<file path="config.mk">
export PLATFORM = sky130hd
export DESIGN_NAME = alu_arbiter
export DESIGN_NICKNAME = d
export VERILOG_FILES = /design/src/rtl/alu_arbiter.sv
export SDC_FILE = /design/constraint.sdc
export NUM_CORES = 1
export LEC_CHECK = 0
export ABC_CLOCK_PERIOD_IN_PS = 1600
export CORE_AREA = 2 2 209 211
export CTS_BUF_LIST = sky130_fd_sc_hd__clkbuf_8
export CTS_CLUSTER_DIAMETER = 40
export DETAILED_ROUTE_END_ITERATION = 7
export DIE_AREA = 0 0 211 213
export DONT_BUFFER_PORTS = 1
export GPL_ROUTABILITY_DRIVEN = 0
export GPL_TIMING_DRIVEN = 0
export PLACE_DENSITY_LB_ADDON = 0.12
export SLEW_MARGIN = 20
export SYNTH_ARGS = -nofsm -noshare
export SYNTH_HDL_FRONTEND = slang
export SYNTH_SLANG_ARGS = --single-unit
</file>
<file path="constraint.sdc">
create_clock -name clk -period 1.6 [get_ports clk]
set_input_delay 0.32 -clock clk [delete_from_list [all_inputs] [get_ports clk]]
set_output_delay 0.32 -clock clk [all_outputs]
set_load 0.01 [all_outputs]
</file>
<file path="src/rtl/alu_arbiter.sv">
`default_nettype none
// ============================================================================
// Module      : alu_arbiter
// Description : Round-robin arbiter sharing one combinational ALU between
//               two requesters. The winning request drives the ALU, the
//               result is registered and returned on a valid/ready response
//               channel tagged with the requester id. One op in flight.
// Revision    : 1.0 - initial release
// ============================================================================
module alu_arbiter #(
  parameter int WIDTH = 64
) (
  input  logic             clk,
  input  logic             rst,

  input  logic             req0_valid,
  output logic             req0_ready,
  input  logic [2:0]       req0_op,
  input  logic [WIDTH-1:0] req0_a,
  input  logic [WIDTH-1:0] req0_b,

  input  logic             req1_valid,
  output logic             req1_ready,
  input  logic [2:0]       req1_op,
  input  logic [WIDTH-1:0] req1_a,
  input  logic [WIDTH-1:0] req1_b,

  output logic [WIDTH-1:0] alu_a,
  output logic [WIDTH-1:0] alu_b,
  output logic [2:0]       alu_control,
  input  logic [WIDTH-1:0] alu_result,
  input  logic             alu_zero,

  output logic             resp_valid,
  input  logic             resp_ready,
  output logic             resp_id,
  output logic [WIDTH-1:0] resp_result,
  output logic             resp_zero,
  output logic             resp_err
);

  typedef enum logic [0:0] {
    IDLE = 1'b0,
    RESP = 1'b1
  } state_t;

  state_t           state;
  state_t           state_nxt;
  logic             rr_ptr;      // preferred requester on contention
  logic             grant_any;   // a transfer happens on the next edge
  logic             winner;      // id of the granted requester
  logic [2:0]       win_op;
  logic [WIDTH-1:0] win_a;
  logic [WIDTH-1:0] win_b;

  // Grant selection: only possible in IDLE; ties go to rr_ptr.
  always_comb begin
    grant_any = 1'b0;
    winner    = 1'b0;
    if (state == IDLE) begin
      grant_any = req0_valid | req1_valid;
      if (req0_valid && req1_valid) begin
        winner = rr_ptr;
      end else begin
        winner = req1_valid;
      end
    end
  end

  // Payload mux from the winning requester.
  always_comb begin
    win_op = req0_op;
    win_a  = req0_a;
    win_b  = req0_b;
    if (winner) begin
      win_op = req1_op;
      win_a  = req1_a;
      win_b  = req1_b;
    end
  end

  // ALU drive and requester handshakes; everything idles at zero without a grant.
  always_comb begin
    alu_a       = '0;
    alu_b       = '0;
    alu_control = 3'b000;
    req0_ready  = 1'b0;
    req1_ready  = 1'b0;
    if (grant_any) begin
      alu_a       = win_a;
      alu_b       = win_b;
      alu_control = win_op;
      req0_ready  = ~winner;
      req1_ready  = winner;
    end
  end

  // Next-state logic: a grant moves to RESP, a consumed response returns to IDLE.
  always_comb begin
    state_nxt = state;
    case (state)
      IDLE: begin
        if (grant_any) begin
          state_nxt = RESP;
        end
      end
      RESP: begin
        if (resp_ready) begin
          state_nxt = IDLE;
        end
      end
      default: state_nxt = IDLE;
    endcase
  end

  // State register.
  always_ff @(posedge clk) begin
    if (rst) begin
      state <= IDLE;
    end else begin
      state <= state_nxt;
    end
  end

  // Round-robin pointer: the loser of a transfer is preferred next time.
  always_ff @(posedge clk) begin
    if (rst) begin
      rr_ptr <= 1'b0;
    end else if (grant_any) begin
      rr_ptr <= ~winner;
    end
  end

  // Response registers: captured on a transfer, held until consumed.
  always_ff @(posedge clk) begin
    if (rst) begin
      resp_id     <= 1'b0;
      resp_result <= '0;
      resp_zero   <= 1'b0;
      resp_err    <= 1'b0;
    end else if (grant_any) begin
      resp_id     <= winner;
      resp_result <= alu_result;
      resp_zero   <= alu_zero;
      resp_err    <= win_op[2];
    end
  end

  // The response is valid exactly while the FSM waits for the consumer.
  assign resp_valid = (state == RESP);

endmodule
`default_nettype wire

</file>
==> run summary <==
===============================================================================================
Worst-skew pair later-pin latency                                                       0.40 ns
Average wire per cell in the routed design                                              33.8 µm
Pin slew with the least headroom to its limit                                          0.641 ns
Xor and xnor area share after synthesis                                                      0%
Worst voltage drop across the vdd grid                                                 0.470 mV
Post-detailed-route count of antenna-violating nets                                           0
DR DRC count                                                                                  0
Final Skew                                                                            0.0170 ns
Post-Synthesis Net Count                                                                    795
Placed cells                                                                               1009
Average footprint of a synthesized cell                                                8.00 µm²
Slew Limit Headroom                                                                       57.2%
Placed wire-length estimate after detailed placement                                   29600 µm
Most frequent cell after synthesis                                                 sky130_fd_sc_hd__nand2_1
Number of clock sinks seen by CTS                                                            69
Initial DRT Pass Iterations                                                                   4
Area of the core                                                                      42700 µm²
Cell leakage power                                                                      2.69 nW
Setup TNS after final layout                                                          -59.29 ns
CTS H-Tree Depth                                                                              3
Unrepaired setup endpoints after global routing                                             yes
Startpoint of the lowest-slack register-to-register path                             resp_valid
Quantity of I/O buffers inserted on ports                                                     0
Dominant combinational cell family by area after synthesis                         compound AO/OA/AOI/OAI gates
Total routing resource utilization after global routing                                   14.3%
Most frequent cells after synthesis                                                sky130_fd_sc_hd__nand2_1, sky130_fd_sc_hd__a22o_1, sky130_fd_sc_hd__dfxtp_1, sky130_fd_sc_hd__a21oi_1, sky130_fd_sc_hd__buf_2
Root Buffer Master                                                                 sky130_fd_sc_hd__clkbuf_8
Width of the die                                                                         211 µm
Violations in the final reports                                                    negative setup slack
FMAX                                                                                  0.472 GHz
Final nets                                                                                  843
Power, Total                                                                            5.89 mW
Outcome                                                                            finished, violations left
Critical path type                                                                      reg2out
Number of buffers between clock root and the deepest sink                                     2
DRC violation total after the first TritonRoute iteration                                   217
Average vias per placed instance                                                           3.85
Antenna violations before repair                                                              1
Post-route worst setup slack                                                          -0.517 ns
Y dimension of the die                                                                   213 µm
Post-route fraction of the period consumed by the critical path                            132%
Post-synthesis simple-gate area fraction                                                  14.8%
Highest net fanout along the worst path                                                       7
Multiplexer fraction of the synthesized cell area                                            0%
CP required                                                                             1.28 ns
Warnings, synthesis                                                                           0
Crit path to                                                                          alu_a[46]
Tightest Hold Check Type                                                                 in2reg
I/O pin count                                                                               533
Asr flop ratio synth                                                                         0%
Startpoint Class                                                                           flop
Maximum number of pins on one net before global-route repair                                 14
Share of the synthesized area in compound gates (AO/OA/AOI/OAI)                           41.1%
Post-synth top flop                                                                sky130_fd_sc_hd__dfxtp_1
Wire length of the first global-routing pass                                           41900 µm
Clock input transition at the sequential cells of the worst setup and hold paths        0.09 ns
Sequential share of the synthesized area                                                  37.3%
Clock tree from TritonCTS                                                                   yes
Full die area                                                                         44900 µm²
Total count of max-transition violations in the final report                                  0
Number of failing setup endpoints in the final timing report                                133
Mapped Cells                                                                                463
Area leader, netlist                                                               sky130_fd_sc_hd__dfxtp_1
CP endpoint kind                                                                    output port
Share of Yosys cell area claimed by the top area cell type                                37.3%
Wire length reported by the detailed router                                            35900 µm
Power density cells                                                                  885 nW/µm²
Final cell count without fillers                                                           1063
Number of flops mapped to enable cells by yosys                                               0
Number of global-route vias before repair                                                  4057
Number of buffers inserted during clock tree synthesis                                        9
Endpoint of the worst-slack reg-to-reg timing path                                 resp_result[29]
Period minus WS final                                                                   2.12 ns
Total number of vias                                                                       4091
Register bit count reported by yosys                                                         69
Netlist area before placement                                                          3710 µm²
Congestion Overflow GR                                                                        0
Hold violation total from the final report                                                    0
Worst-case reg-to-reg path depth                                                              7
Arrival time worst endpoint                                                             1.80 ns
Number of cell rows                                                                          76
Dominant cells by area after synthesis                                             sky130_fd_sc_hd__dfxtp_1, sky130_fd_sc_hd__a22o_1, sky130_fd_sc_hd__nand2_1, sky130_fd_sc_hd__a21oi_1, sky130_fd_sc_hd__buf_2
CP startpoint                                                                        resp_valid
# Max-Cap Violations                                                                          0
Layout Area Growth over Synthesis                                                         79.5%
Register-to-Register Setup Slack                                                        0.11 ns
Share of synthesized cell area in full adder, half adder and majority cells                  0%
Starting Density                                                                          8.68%
Post-synth cell types                                                                        22
Share of final-layout standard cells stronger than drive strength 1                       43.0%
===============================================================================================
layout by cell type (no fill, tap or decap), drive strengths merged, types with 2 or more instances in the layout:
master       Yosys  routed
clkinv           0       3
nor2             3       3
nand2          131     131
dlygate4sd3      0      14
clkbuf          19      33
a22o           130     130
o21ba            2       2
a21oi           66      66
inv              1       3
dfxtp           69      69
buf             32      51
layout make-up:
type	count	area (µm²)
buffer	50	632
clock inverter	6	70.1
clock buffer	10	138
sequential	69	1390
tap	546	683
fill	4773	36000
antenna	1	2.50
timing repair buffer	38	509
multi-input combinational	342	3230
inverter	1	3.75
worst max-delay path, stage by stage (launching register included):
cell and delay [ns]:
sky130_fd_sc_hd__dfxtp_4 0.37, sky130_fd_sc_hd__buf_6 0.13, sky130_fd_sc_hd__nor3b_4 0.21, sky130_fd_sc_hd__buf_6 0.18, sky130_fd_sc_hd__buf_12 0.17, sky130_fd_sc_hd__clkbuf_16 0.16, sky130_fd_sc_hd__a22o_4 0.16
worst min path at each step:
stage / startpoint / end / depth (start not counted)
after floorplan: alu_result[0] / resp_result[0] / 2
after global placement: alu_zero / resp_zero / 2
after detailed placement: alu_zero / resp_zero / 2
after CTS: alu_result[35] / resp_result[35] / 2
after global routing: alu_result[41] / resp_result[41] / 2
final: alu_result[34] / resp_result[34] / 2
state kept, by name, summed over array words and instances (netlist names):
register / flops
resp_err: 1
resp_id: 1
rr_ptr: 1
resp_valid: 1
resp_zero: 1
resp_result: 64
repair_timing:
action                                 CTS  global route
endpoints found under the hold margin   14             0
setup buffers                            5             8
setup endpoints to repair              201           195
resized for setup                      214           112
gates cloned                             1            10
hold buffers                            14             0
pin swaps                               21            32
logic make-up after synthesis:
| group | count (synthesis) |
|---|---|
| buf+inv | 52 |
| compound gates | 202 |
| flops | 69 |
| simple gates | 140 |
through the flow:
step           util (%)  setup WS, ns  hold slack, ns  area (µm²)
3_5_place_dp       10.3        -0.694           0.463        4400
6_report           15.6        -0.517          0.0508        6650
4_1_cts            13.6        -0.566       0.0000143        5790
3_3_place_gp       10.3        -0.667           0.458        4400
5_1_grt            15.6        -0.612          0.0129        6650
2_1_floorplan         -       0.00581           0.456        3710
where the power goes:
| group | total (mW) | switching [mW] | leakage, nW | internal (mW) |
|---|---|---|---|---|
| Sequential | 2.02 | 0.170 | 0.571 | 1.85 |
| Combinational | 2.27 | 1.19 | 2.01 | 1.08 |
| Clock | 1.60 | 0.828 | 0.107 | 0.776 |
| Total | 5.89 | 2.19 | 2.69 | 3.70 |
metal layers:
| layer | GRT usage [%] | vias up | wire, µm |
|---|---|---|---|
| met5 | 0 | - | 0 |
| met4 | 3.62 | 0 | 864 |
| met3 | 10.0 | 32 | 5440 |
| met2 | 24.3 | 285 | 17700 |
| met1 | 14.2 | 1976 | 11900 |
| li1 | - | 1798 | - |
No activity file was read; power rests on OpenSTA's default activity.
